`config.mk`:
```
export PLATFORM = sky130hd
export DESIGN_NAME = spad_window_ctrl
export DESIGN_NICKNAME = d
export VERILOG_FILES = /design/src/rtl/spad_pkg.sv /design/src/rtl/spad_window_ctrl.sv
export SDC_FILE = /design/constraint.sdc
export NUM_CORES = 1
export LEC_CHECK = 0
export ABC_AREA = 1
export ABC_CLOCK_PERIOD_IN_PS = 6800
export CORE_ASPECT_RATIO = 1.4
export CORE_MARGIN = 1.5
export CORE_UTILIZATION = 50
export DETAILED_ROUTE_END_ITERATION = 8
export PLACE_DENSITY = 0.94
export SLEW_MARGIN = 20
export SYNTH_ARGS = -nofsm -noshare
export SYNTH_HDL_FRONTEND = slang
export SYNTH_SLANG_ARGS = --single-unit
```
`constraint.sdc`:
```
create_clock -name clk -period 6.8 [get_ports clk]
set_clock_uncertainty 0.1 [all_clocks]
set_input_delay 1.36 -clock clk [delete_from_list [all_inputs] [get_ports clk]]
set_output_delay 1.36 -clock clk [all_outputs]
set_load 0.05 [all_outputs]
```
`src/rtl/spad_pkg.sv`:
```
// Shared definitions for the scratchpad window controller: FSM state encoding
// and default widths.
package spad_pkg;

   typedef enum logic [1:0] {
      IDLE  = 2'd0,
      RUN   = 2'd1,
      FLUSH = 2'd2
   } state_t;

   localparam int DATA_BITWIDTH_DEF  = 16;
   localparam int ADDR_BITWIDTH_DEF  = 4;
   localparam int CFG_BITWIDTH_DEF   = 8;
   localparam int STALL_BITWIDTH     = 16;

endpackage

```
`src/rtl/spad_window_ctrl.sv`:
```
// Sliding-window reader over a circular scratchpad: pushes fill the RAM, RUN emits
// K taps per window for W windows. Optional stall counter: SPAD_WINDOW_STALL_CNT_EN.
module spad_window_ctrl
   import spad_pkg::*;
#(
   parameter int DATA_BITWIDTH = DATA_BITWIDTH_DEF,
   parameter int ADDR_BITWIDTH = ADDR_BITWIDTH_DEF,
   parameter int CFG_BITWIDTH  = CFG_BITWIDTH_DEF
) (
   input  logic                     clk,
   input  logic                     rst_n,
   input  logic                     cfg_start,
   input  logic [CFG_BITWIDTH-1:0]  cfg_kernel,
   input  logic [CFG_BITWIDTH-1:0]  cfg_stride,
   input  logic [CFG_BITWIDTH-1:0]  cfg_num_win,
   input  logic                     in_valid,
   output logic                     in_ready,
   input  logic [DATA_BITWIDTH-1:0] in_data,
   output logic                     ram_we0,
   output logic [ADDR_BITWIDTH-1:0] ram_addr0,
   output logic [DATA_BITWIDTH-1:0] ram_d0,
   output logic [ADDR_BITWIDTH-1:0] ram_addr1,
   input  logic [DATA_BITWIDTH-1:0] ram_q1,
   output logic                     out_valid,
   input  logic                     out_ready,
   output logic [DATA_BITWIDTH-1:0] out_data,
   output logic                     out_last,
   output logic                     busy,
   output logic                     done
`ifdef SPAD_WINDOW_STALL_CNT_EN
   ,
   output logic [STALL_BITWIDTH-1:0] stall_cycles
`endif
);

   localparam int DEPTH = 2 ** ADDR_BITWIDTH;
   localparam int CNT_W = ADDR_BITWIDTH + 1;

   state_t                    state_q, state_d;
   logic [ADDR_BITWIDTH-1:0]  wr_ptr, rd_base;
   logic [CNT_W-1:0]          count, count_next, pop_amt;
   logic [CFG_BITWIDTH-1:0]   tap, win;
   logic [CFG_BITWIDTH-1:0]   k_q, s_q, w_q;

   logic in_run, push, fire, last_tap, final_win, win_end, start_acc;

   assign in_run    = (state_q == RUN);
   assign start_acc = (state_q == IDLE) && cfg_start;

   // Write side is decoupled from the FSM so data can be prefetched while idle.
   assign in_ready  = (count < CNT_W'(DEPTH));
   assign push      = in_valid && in_ready;
   assign ram_we0   = push;
   assign ram_addr0 = wr_ptr;
   assign ram_d0    = in_data;

   // A tap is only valid once its slot is filled, so it never aliases wr_ptr.
   assign ram_addr1 = in_run ? (rd_base + ADDR_BITWIDTH'(tap)) : rd_base;
   assign out_data  = ram_q1;
   assign out_valid = in_run && (32'(count) > 32'(tap));
   assign last_tap  = (tap == (k_q - CFG_BITWIDTH'(1)));
   assign out_last  = out_valid && last_tap;
   assign fire      = out_valid && out_ready;

   assign final_win = (win == (w_q - CFG_BITWIDTH'(1)));
   assign win_end   = fire && last_tap;

   // The final window also drops its overlap, leaving nothing stale behind.
   always_comb begin
      pop_amt = '0;
      if (win_end) pop_amt = final_win ? CNT_W'(k_q) : CNT_W'(s_q);
   end

   assign count_next = count + CNT_W'(push) - pop_amt;

   always_ff @(posedge clk or negedge rst_n) begin
      if (!rst_n) state_q <= IDLE;
      else        state_q <= state_d;
   end

   always_comb begin
      state_d = state_q;
      case (state_q)
         IDLE:    if (cfg_start) state_d = RUN;
         RUN:     if (win_end && final_win) state_d = FLUSH;
         FLUSH:   state_d = IDLE;
         default: state_d = IDLE;
      endcase
   end

   assign busy = (state_q != IDLE);
   assign done = (state_q == FLUSH);

   always_ff @(posedge clk or negedge rst_n) begin
      if (!rst_n) begin
         wr_ptr  <= '0;
         rd_base <= '0;
         count   <= '0;
         tap     <= '0;
         win     <= '0;
         k_q     <= '0;
         s_q     <= '0;
         w_q     <= '0;
      end else begin
         wr_ptr  <= wr_ptr + ADDR_BITWIDTH'(push);
         rd_base <= rd_base + ADDR_BITWIDTH'(pop_amt);
         count   <= count_next;
         if (start_acc) begin
            k_q <= cfg_kernel;
            s_q <= cfg_stride;
            w_q <= cfg_num_win;
            tap <= '0;
            win <= '0;
         end else if (fire) begin
            if (last_tap) begin
               tap <= '0;
               win <= win + CFG_BITWIDTH'(1);
            end else begin
               tap <= tap + CFG_BITWIDTH'(1);
            end
         end
      end
   end

`ifdef SPAD_WINDOW_STALL_CNT_EN
   always_ff @(posedge clk or negedge rst_n) begin
      if (!rst_n)
         stall_cycles <= '0;
      else if (start_acc)
         stall_cycles <= '0;
      else if (in_run && !out_valid && (stall_cycles != '1))
         stall_cycles <= stall_cycles + STALL_BITWIDTH'(1);
   end
`endif

endmodule

```
==> out/metrics.csv, run 1 <==
stage,metric,value,unit
logic_synthesis,syn_nets,548,
hold_path,min_delay_worst_endpoint,ram_addr0[3],
placed_design,routabilityCongestion,0.847,
floorplan,initial_core_util,52.2,%
timing,slew_headroom,55.8,%
logic_synthesis,ys_async_sr_fraction,100,%
logic_synthesis,netlist.area_leader.share,35.3,%
worst_setup_path,worst_ep_arrival_time,2.89,ns
detailed_routing,wirelength,7.88,mm
detailed_routing,drtPass1Iterations,4,
clock_network,cts_hold_buf,0,
worst_setup_path,r2r-start,tap[2],
clock_network,cts.path.max_buffers,2,
detailed_routing,route.detailed.drc,0,
detailed_routing,drtIter0Drc,172,
final_layout,drive_above_1_share,10.9,%
final_layout,register_area,0.00130,mm²
grt,grt_pass1_wl,13.1,mm
grt,grt_usage,21.3,%
worst_setup_path,critical_path_class,in -> out,
worst_setup_path,crit_required,5.34,ns
clock_network,cts_tree,yes,
worst_setup_path,rr_worst_depth,20,
logic_synthesis,ys_types,32,
hold_path,holdPathStages,1,
power_and_ir_drop,power.density,424,mW/mm²
logic_synthesis,syn_area,0.00369,mm²
grt,antenna_found_initial,0,
timing,min_period,4.35,ns
floorplan,die_area,0.00791,mm²
timing,setup_violations,0,
clock_network,insertion_delay,0.32,ns
logic_synthesis,yosysSeqAreaShare,35.3,%
logic_synthesis,synth_largest_area_cell,dfrtp_1,
grt,grt_overflow_total,0,
final_layout,synthToLayoutAreaGrowth,8.85,%
clock_network,numCtsBuffers,5,
logic_synthesis,yosysWarnings,0,
final_layout,multi_input_area,0.00185,mm²
floorplan,rows,36,
clock_network,clkTransAtPathRegs,0.09,ns
logic_synthesis,ys_ff_latch,52,
timing,fmax,0.230,GHz
logic_synthesis,synth_ff_type,dfrtp_1,
logic_synthesis,synth.area.top_cells,"dfrtp_1 (35%), nand2_1 (9.9%), ha_1 (8.5%)",
power_and_ir_drop,power_leakage,2.02,nW
final_layout,instances_no_fill,561,
timing,hold_viol,0,
floorplan,die_h,105,µm
clock_network,post_cts_resized,0,
logic_synthesis,synthTopCellsByCount,"nand2_1 (97), inv_1 (53), dfrtp_1 (52)",
placed_design,place_inst,553,
detailed_routing,antenna_left,0,
timing,worstMarginPinSlew,0.662,ns
clock_network,root_buffer,clkbuf_8,
placed_design,io_buffers,39,
logic_synthesis,synth_most_common_cell,nand2_1,
final_layout,fillCellCount,634,
detailed_routing,num_vias,2920,
timing,min_period_over_period,63.9,%
logic_synthesis,syn_inst,459,
logic_synthesis,synth_edf_count,0,
power_and_ir_drop,max-vdd-ir-drop,205,µV
outcome,outcome,"complete, no violations",
timing,finalSetupTns,0,ns
detailed_routing,wire_per_inst,14.1,µm
clock_network,clock-sinks,52,
grt,grt_max_degree,53,
floorplan,core_area,0.00707,mm²
grt,grt_pass1_vias,2919,
floorplan,ios,107,
timing,rsz0062_at_grt,false,
worst_setup_path,timing.rr.end,count[4],
floorplan,die_w,75.6,µm
timing,maxSlewViolCount,0,
final_layout,layout.nets,554,
worst_setup_path,endpoint_kind,output port,
worst_setup_path,timing.reg2reg.setup_slack,3.19,ns
hold_path,hold_path_class,reg -> reg,
logic_synthesis,synth.avg_cell_area,8.04,µm²
hold_path,hp-start,ram_addr0[3],
worst_setup_path,worst-path-max-fanout,3,
worst_setup_path,critPathLaunchType,primary input,
final_layout,diodes,0,
job,drv_cap,0,
placed_design,dp_hpwl,6.07,mm
clock_network,cts_htree_levels,2,
detailed_routing,vias_per_cell,5.20,
clock_network,postCtsSetupBuffers,0,
==> worst max path at each step <==
stage               depth (start not counted)  slack (ns)     start            to
finish                                      4        2.45  in_valid       ram_we0
global route                               10        2.36    tap[3]      out_last
CTS                                         4        2.45  in_valid       ram_we0
detailed placement                          4        2.45  in_valid       ram_we0
global placement                            4        2.47  in_valid       ram_we0
floorplan                                   5        3.07    tap[0]  ram_addr1[2]
==> worst max-delay path, cell delays in order <==
cell and delay (ns):
clkdlybuf4s50_1 0.45, inv_1 0.03, nor2_1 0.18, clkdlybuf4s50_1 0.85
==> layout make-up <==
cell class                      count  share of cell area, %
Inverter                           61                   5.70
Timing Repair Buffer               41                   9.97
Sequential cell                    52                   32.4
Clock inverter                      3                   1.06
Clock buffer                        5                   1.71
Tap cell                           95                   2.96
Multi-Input combinational cell    304                   46.2
==> where the power goes <==
group | internal, mW | switching [mW] | total, mW
Sequential | 0.428 | 0.136 | 0.564
Combinational | 0.356 | 0.562 | 0.918
Clock | 0.109 | 0.110 | 0.219
==> state kept, by name (all words and copies together), names as in the netlist <==
signal / count
k_q: 8
win: 8
state_q: 2
count: 5
rd_base: 4
s_q: 5
ram_addr0: 4
tap: 8
w_q: 8
==> cells by family after synthesis <==
| logic type | after synthesis | share of synthesized area, % |
|---|---|---|
| fa+ha+maj | 28 | 10.1 |
| simple gates | 198 | 24.8 |
| xor+xnor | 29 | 6.89 |
| compound gates | 42 | 6.34 |
| flops | 52 | 35.3 |
| buf+inv | 103 | 14.5 |
| mux | 7 | 2.14 |
==> per-layer routing <==
| layer | GRT usage, % | up-vias | routed length [µm] |
|---|---|---|---|
| li1 | - | 1426 | - |
| met1 | 23.4 | 1366 | 2840 |
| met2 | 38.2 | 94 | 4410 |
| met3 | 2.80 | 34 | 337 |
| met4 | 10.8 | 0 | 297 |
| met5 | 0 | - | 0 |
==> cells in the final DEF, fill, tap and decap left out, drive strengths merged, types with 5 or more instances in the layout <==
master	n
xnor2	8
nand3b	5
o21ai	17
dfrtp	52
xor2	21
inv	60
nor2	46
nand3	32
mux2	7
clkdlybuf4s50	38
nand4	7
nand2	106
a21oi	22
clkbuf	5
ha	25
==> through the flow <==
step / cell area (µm²) / hold slack [ns] / setup WS [ns] / total power [mW] / utilization, %
final: 4020 / 0.378 / 2.45 / 1.70 / 56.8
after global routing: 4020 / 0.392 / 2.36 / 1.84 / 56.8
after detailed placement: 3900 / 0.372 / 2.45 / 1.48 / 55.2
after global placement: 3900 / 0.362 / 2.47 / 1.42 / 55.2
after floorplan: 3690 / 0.380 / 3.07 / 1.29 / -
after CTS: 4020 / 0.387 / 2.45 / 1.70 / 56.8
Note: power is estimated with default switching activity, not from simulation.
==> run 2: changes to the inputs <==
Settings changed: ABC_CLOCK_PERIOD_IN_PS 6800 to 4000, CORE_UTILIZATION 50 to 48, PLACE_DENSITY 0.94 to 0.91.
Clock period 6.8 ns to 4 ns, I/O delays scaled along.
==> run 2 against run 1 <==
  * Clock power rose by 46%
  * Final cell count rose by 0.36%
  * Core utilization fell by 2.8 points
  * Setup slack got worse by 2.2 ns
  * Total power rose by 68%
  * Combinational power rose by 72%
==> out/metrics.csv, run 2 (synthesized netlist as in run 1, its figures left out) <==
stage,metric,value,unit,change
outcome,outcome,"complete, no violations",,unchanged
final_layout,synthToLayoutAreaGrowth,8.41,%,was 8.85%
timing,maxSlewViolCount,0,,unchanged
grt,grt_usage,20.4,%,was 21.3%
job,drv_cap,0,,unchanged
detailed_routing,num_vias,3010,,was 2920
worst_setup_path,critPathLaunchType,flip-flop,,was primary input
power_and_ir_drop,p_comb_share,55.2,%,was 54.0%
detailed_routing,drtIter0Drc,175,,was 172
detailed_routing,drtPass1Iterations,5,,was 4
floorplan,rows,37,,was 36
timing,setup_violations,0,,unchanged
worst_setup_path,crit_required,3.10,ns,was 5.34 ns
power_and_ir_drop,power_leakage,2.02,nW,about the same
grt,antenna_found_initial,0,,unchanged
final_layout,instances_no_fill,563,,was 561
final_layout,diodes,0,,unchanged
clock_network,insertion_delay,0.31,ns,was 0.32 ns
final_layout,multi_input_area,0.00185,mm²,unchanged
detailed_routing,route.detailed.drc,0,,unchanged
final_layout,final_cell_mix,"nand2_1 (97), inv_1 (53), dfrtp_1 (52), nor2_1 (38), clkdlybuf4s50_1 (38)",,unchanged
timing,hold_viol,0,,unchanged
timing,finalSetupTns,0,ns,unchanged
clock_network,cts_tree,yes,,unchanged
grt,grt_overflow_total,0,,unchanged
timing,rsz0062_at_grt,false,,unchanged
power_and_ir_drop,max-vdd-ir-drop,582,µV,was 205 µV
timing,min_period_over_period,92.8,%,
grt,grt_pass1_wl,13.5,mm,was 13.1 mm
timing,min_period,3.71,ns,
detailed_routing,wire_per_inst,14.1,µm,about the same
clock_network,cts_hold_buf,0,,unchanged
timing,fmax,0.269,GHz,
final_layout,drive_above_1_share,10.9,%,unchanged
final_layout,register_area,0.00130,mm²,unchanged
detailed_routing,antenna_left,0,,unchanged
floorplan,die_h,107,µm,was 105 µm
timing,worstMarginPinSlew,0.669,ns,was 0.662 ns
power_and_ir_drop,p_sw_share,48.5,%,was 47.5%
placed_design,routabilityCongestion,0.903,,was 0.847
final_layout,layout.nets,554,,unchanged
clock_network,cts_htree_levels,2,,unchanged
power_and_ir_drop,power.density,716,mW/mm²,was 424 mW/mm²
floorplan,core_area,0.00741,mm²,was 0.00707 mm²
placed_design,dp_hpwl,6.09,mm,was 6.07 mm
clock_network,cts.path.max_buffers,2,,unchanged
worst_setup_path,worst-path-max-fanout,8,,was 3
clock_network,postCtsSetupBuffers,0,,unchanged
detailed_routing,wirelength,7.96,mm,was 7.88 mm
final_layout,layout_commonest_cell,nand2_1,,unchanged
final_layout,fillCellCount,674,,was 634
detailed_routing,vias_per_cell,5.35,,was 5.20
grt,grt_pass1_vias,3103,,was 2919
grt,grt_max_degree,49,,was 53
worst_setup_path,critical_path_class,reg -> out,,was in -> out
clock_network,root_buffer,clkbuf_8,,unchanged
worst_setup_path,endpoint_kind,output port,,unchanged
clock_network,numCtsBuffers,5,,unchanged
power_and_ir_drop,p_switching,1.39,mW,was 808 µW
clock_network,clkTransAtPathRegs,0.10,ns,was 0.09 ns
placed_design,place_inst,555,,was 553
power_and_ir_drop,p_int,1.47,mW,was 893 µW
floorplan,initial_core_util,49.8,%,was 52.2%
floorplan,die_area,0.00823,mm²,was 0.00791 mm²
hold_path,hold_path_class,reg -> reg,,unchanged
power_and_ir_drop,clkPwrFrac,11.1,%,was 12.9%
clock_network,clock-sinks,52,,unchanged
placed_design,io_buffers,39,,unchanged
clock_network,post_cts_resized,0,,unchanged
worst_setup_path,worst_ep_arrival_time,2.81,ns,was 2.89 ns
power_and_ir_drop,seqPwrFrac,33.7,%,was 33.2%
timing,slew_headroom,55.4,%,was 55.8%
floorplan,die_w,77.1,µm,was 75.6 µm
floorplan,ios,107,,unchanged
-- run 2: cell count changes in the layout (fill, tap and decap cells not counted) --
cell / delta
bufinv_16: -1
clkbuf_8: +1
clkinv_2: +1
clkinvlp_4: -1
-- run 2: layout make-up --
cell class / count / share of cell area [%]
clock buffer: 6 / 2.07
clock inverter: 2 / 0.250
inverter: 61 / 5.73
multi-input combinational: 304 / 46.4
sequential: 52 / 32.5
tap: 97 / 3.04
timing repair buffer: 41 / 10.0
-- run 2: power groups by stage --
stage / logic (mW) / clock network [mW] / registers (mW)
global route: 1.75 / 0.344 / 0.989
CTS: 1.58 / 0.324 / 0.958
floorplan: 1.23 / 0 / 0.958
detailed placement: 1.56 / 0 / 0.966
finish: 1.58 / 0.319 / 0.965
global placement: 1.47 / 0 / 0.951
-- run 2: path summary, 6_finish.rpt --
kind / startpoint / slack, ns / to / depth (start not counted)
worst max register to register: tap[2] / 0.34 / count[4] / 20
max in group asynchronous: rst_n / 2.61 / ram_addr0[2] / 2
worst min-delay path: ram_addr0[3] / 0.40 / ram_addr0[3] / 1
worst max-delay path: tap[2] / 0.29 / out_last / 9
worst min register to register: ram_addr0[3] / 0.40 / ram_addr0[3] / 1
min in group asynchronous: rst_n / 0.42 / k_q[0] / 1
-- run 2: routing by layer --
layer	track usage, %	up-vias	share of wire (%)
met1	21.1	1405	36
met2	37.7	125	53
li1	-	1428	-
met4	13.5	0	5.5
met3	3.23	52	5.7
met5	0	-	0
-- run 2: critical path, cell delays in order, from the launching register on --
cell             delay [ns]
dfrtp_1                0.55
inv_2                  0.10
ha_1                   0.33
nand2_1                0.07
nor2_1                 0.08
o21ai_0                0.11
a21oi_2                0.23
nand3_2                0.15
inv_1                  0.07
clkdlybuf4s50_1        0.80
-- run 2: per-stage QoR --
stage | utilization, % | hold slack [ns] | setup slack [ns] | power (mW) | cell area [µm²]
finish | 54.0 | 0.400 | 0.288 | 2.86 | 4000
global placement | 52.7 | 0.366 | 0.561 | 2.42 | 3910
detailed placement | 52.7 | 0.390 | 0.423 | 2.53 | 3910
floorplan | - | 0.380 | 0.426 | 2.19 | 3690
CTS | 54.0 | 0.407 | 0.318 | 2.86 | 4000
global route | 54.0 | 0.424 | 0.140 | 3.08 | 4000
==> run 3: changes to the inputs <==
Settings changed: CORE_MARGIN 1.5 to unset, CORE_UTILIZATION 48 to 50, DONT_BUFFER_PORTS set to 1, PLACE_DENSITY 0.91 to 0.75.
==> run 3 against run 2 <==
  * Die area is 6.0% lower
  * Total power is 5.9% lower
  * Sequential power is 7% higher
  * Hold slack worse by 0.32 ns
  * Sequential share of layout area is 3.3 points higher
  * Combinational power is 15% lower
  * Routed wire length is 11% lower
  * Via count is 10% lower
  * Setup slack better by 0.19 ns
  * Maximum frequency is 5.4% higher
  * Count of clock-buffer cells in the layout is 2 higher
  * Critical endpoint is now count[4]
  * Largest cell class unchanged
==> out/metrics.csv, run 3 (synthesized netlist as in run 1, its figures left out) <==
stage,metric,value,unit,change
outcome,outcome,"complete, no violations",,unchanged
final_layout,layout_commonest_cell,nand2_1,,unchanged
worst_setup_path,crit_chain,inv_2 -> ha_1 -> nand2_1 -> nor2_1 -> o21ai_0 -> a21oi_2 -> nand3_2 -> nor2_4 -> nand2_1 -> inv_1 -> ha_1 -> inv_1 -> ha_1 -> fa_1 -> nand3_1 -> nand2_1 -> xor2_1 -> inv_1 -> nand2_1 -> nand2_1,,was inv_2 -> ha_1 -> nand2_1 -> nor2_1 -> o21ai_0 -> a21oi_2 -> nand3_2 -> inv_1 -> clkdlybuf4s50_1
power_and_ir_drop,power.total,2.69,mW,was 2.86 mW
clock_network,insertion_delay,0.31,ns,about the same
grt,grt_usage,19.7,%,was 20.4%
worst_setup_path,timing.reg2reg.setup_slack,0.48,ns,was 0.34 ns
placed_design,io_buffers,0,,was 39
worst_setup_path,crit_required,4.10,ns,was 3.10 ns
final_layout,synthToLayoutAreaGrowth,-1.49,%,was 8.41%
floorplan,ios,107,,unchanged
worst_setup_path,endpoint_kind,flip-flop,,was output port
timing,rsz0062_at_grt,false,,unchanged
grt,grt_max_degree,53,,was 49
detailed_routing,wire_per_inst,13.5,µm,was 14.1 µm
detailed_routing,drtIter0Drc,150,,was 175
final_layout,instances_no_fill,525,,was 563
worst_setup_path,timing.rr.end,count[4],,unchanged
grt,grt_overflow_total,0,,unchanged
clock_network,cts_htree_levels,2,,unchanged
timing,hold_viol,0,,unchanged
worst_setup_path,cpPeakStageDelay,0.55,ns,was 0.80 ns
timing,fmax,0.284,GHz,was 0.269 GHz
final_layout,drive_above_1_share,12.1,%,was 10.9%
worst_setup_path,crit_family,adder cells,,was buffers and inverters
clock_network,numCtsBuffers,5,,unchanged
floorplan,rows,36,,was 37
placed_design,dp_hpwl,5.49,mm,was 6.09 mm
floorplan,initial_core_util,52.5,%,was 49.8%
detailed_routing,antenna_left,0,,unchanged
timing,slew_headroom,38.2,%,was 55.4%
worst_setup_path,critPathLaunchType,flip-flop,,unchanged
worst_setup_path,worst-path-max-fanout,11,,was 8
worst_setup_path,critical_path_class,reg -> reg,,was reg -> out
clock_network,clkTransAtPathRegs,0.09,ns,was 0.10 ns
floorplan,die_h,104,µm,was 107 µm
placed_design,place_inst,517,,was 555
clock_network,cts.path.max_buffers,2,,unchanged
timing,worstMarginPinSlew,0.923,ns,was 0.669 ns
clock_network,post_cts_resized,0,,unchanged
final_layout,diodes,0,,unchanged
grt,grt_pass1_vias,2687,,was 3103
floorplan,die_area,0.00773,mm²,was 0.00823 mm²
power_and_ir_drop,max-vdd-ir-drop,361,µV,was 582 µV
floorplan,die_w,74.6,µm,was 77.1 µm
job,drv_cap,0,,unchanged
timing,finalSetupTns,0,ns,unchanged
detailed_routing,drtPass1Iterations,5,,unchanged
detailed_routing,wirelength,7.07,mm,was 7.96 mm
detailed_routing,route.detailed.drc,0,,unchanged
worst_setup_path,r2r-start,tap[2],,unchanged
clock_network,clock-sinks,52,,unchanged
clock_network,cts_tree,yes,,unchanged
worst_setup_path,crit_buf_inv,4,,was 3
worst_setup_path,rr_worst_depth,20,,unchanged
worst_setup_path,cpMostUsedCell,nand2_1,,
final_layout,final_cell_mix,"nand2_1 (96), inv_1 (53), dfrtp_1 (52), nor2_1 (38), nand3_1 (28)",,"was nand2_1 (97), inv_1 (53), dfrtp_1 (52), nor2_1 (38), clkdlybuf4s50_1 (38)"
hold_path,hold_path_class,in -> async,,was reg -> reg
clock_network,root_buffer,clkbuf_8,,unchanged
power_and_ir_drop,power_leakage,1.88,nW,was 2.02 nW
floorplan,core_area,0.00703,mm²,was 0.00741 mm²
detailed_routing,vias_per_cell,5.16,,was 5.35
worst_setup_path,cpMaxStageDelayCell,dfrtp_1,,was clkdlybuf4s50_1
grt,grt_pass1_wl,11.8,mm,was 13.5 mm
final_layout,layout.nets,518,,was 554
placed_design,routabilityCongestion,0.833,,was 0.903
power_and_ir_drop,power.density,741,mW/mm²,was 716 mW/mm²
clock_network,cts_hold_buf,0,,unchanged
timing,setup_violations,0,,unchanged
timing,maxSlewViolCount,0,,unchanged
grt,antenna_found_initial,0,,unchanged
worst_setup_path,worst_ep_arrival_time,3.62,ns,was 2.81 ns
clock_network,postCtsSetupBuffers,0,,unchanged
timing,min_period_over_period,88.1,%,was 92.8%
timing,min_period,3.52,ns,was 3.71 ns
detailed_routing,num_vias,2708,,was 3010
[run 3: changes by cell type in the layout (fill, tap and decap cells not counted), moves of 2 or more]
cell / delta
clkdlybuf4s50_1: -38
buf_4: +3
clkbuf_1: +2
clkinv_2: -2
o21ai_0: -2
o21ai_1: +2
[run 3: where the power goes]
part / internal (mW) / switching [mW]
logic: 0.515 / 0.833
registers: 0.727 / 0.305
clock network: 0.142 / 0.172
total: 1.38 / 1.31
[run 3: stage by stage]
step / hold WS, ns / cell area (µm²) / setup slack, ns / util [%]
floorplan: 0.380 / 3690 / 0.426 / -
global placement: 0.389 / 3540 / 0.565 / 50.4
detailed placement: 0.398 / 3540 / 0.491 / 50.4
CTS: 0.0666 / 3630 / 0.452 / 51.7
global route: 0.0579 / 3630 / 0.162 / 51.7
finish: 0.0797 / 3630 / 0.478 / 51.7
[run 3: routing by layer]
| layer | track usage [%] | vias to the layer above | wire length, µm |
|---|---|---|---|
| met5 | 0 | - | 0 |
| met4 | 9.16 | 0 | 277 |
| met3 | 2.92 | 38 | 330 |
| met2 | 35.1 | 64 | 3750 |
| met1 | 22.3 | 1251 | 2710 |
| li1 | - | 1355 | - |
[run 3: worst max-delay path by stage]
| stage | startpoint | end | slack [ns] | cells after the start |
|---|---|---|---|---|
| floorplan | tap[2] | count[4] | 0.43 | 19 |
| global placement | tap[2] | count[4] | 0.57 | 20 |
| detailed placement | tap[2] | count[4] | 0.49 | 20 |
| CTS | tap[2] | count[4] | 0.45 | 20 |
| global route | tap[2] | count[4] | 0.16 | 20 |
| finish | tap[2] | count[4] | 0.48 | 20 |
[run 3: final cells by class]
| class | count | area, µm² |
|---|---|---|
| flip-flops and latches | 52 | 1300 |
| well taps | 95 | 119 |
| multi-input cells | 304 | 1860 |
| fillers | 715 | 3390 |
| clock buffers | 8 | 90.1 |
| inverters | 61 | 229 |
| repair buffers | 5 | 37.5 |
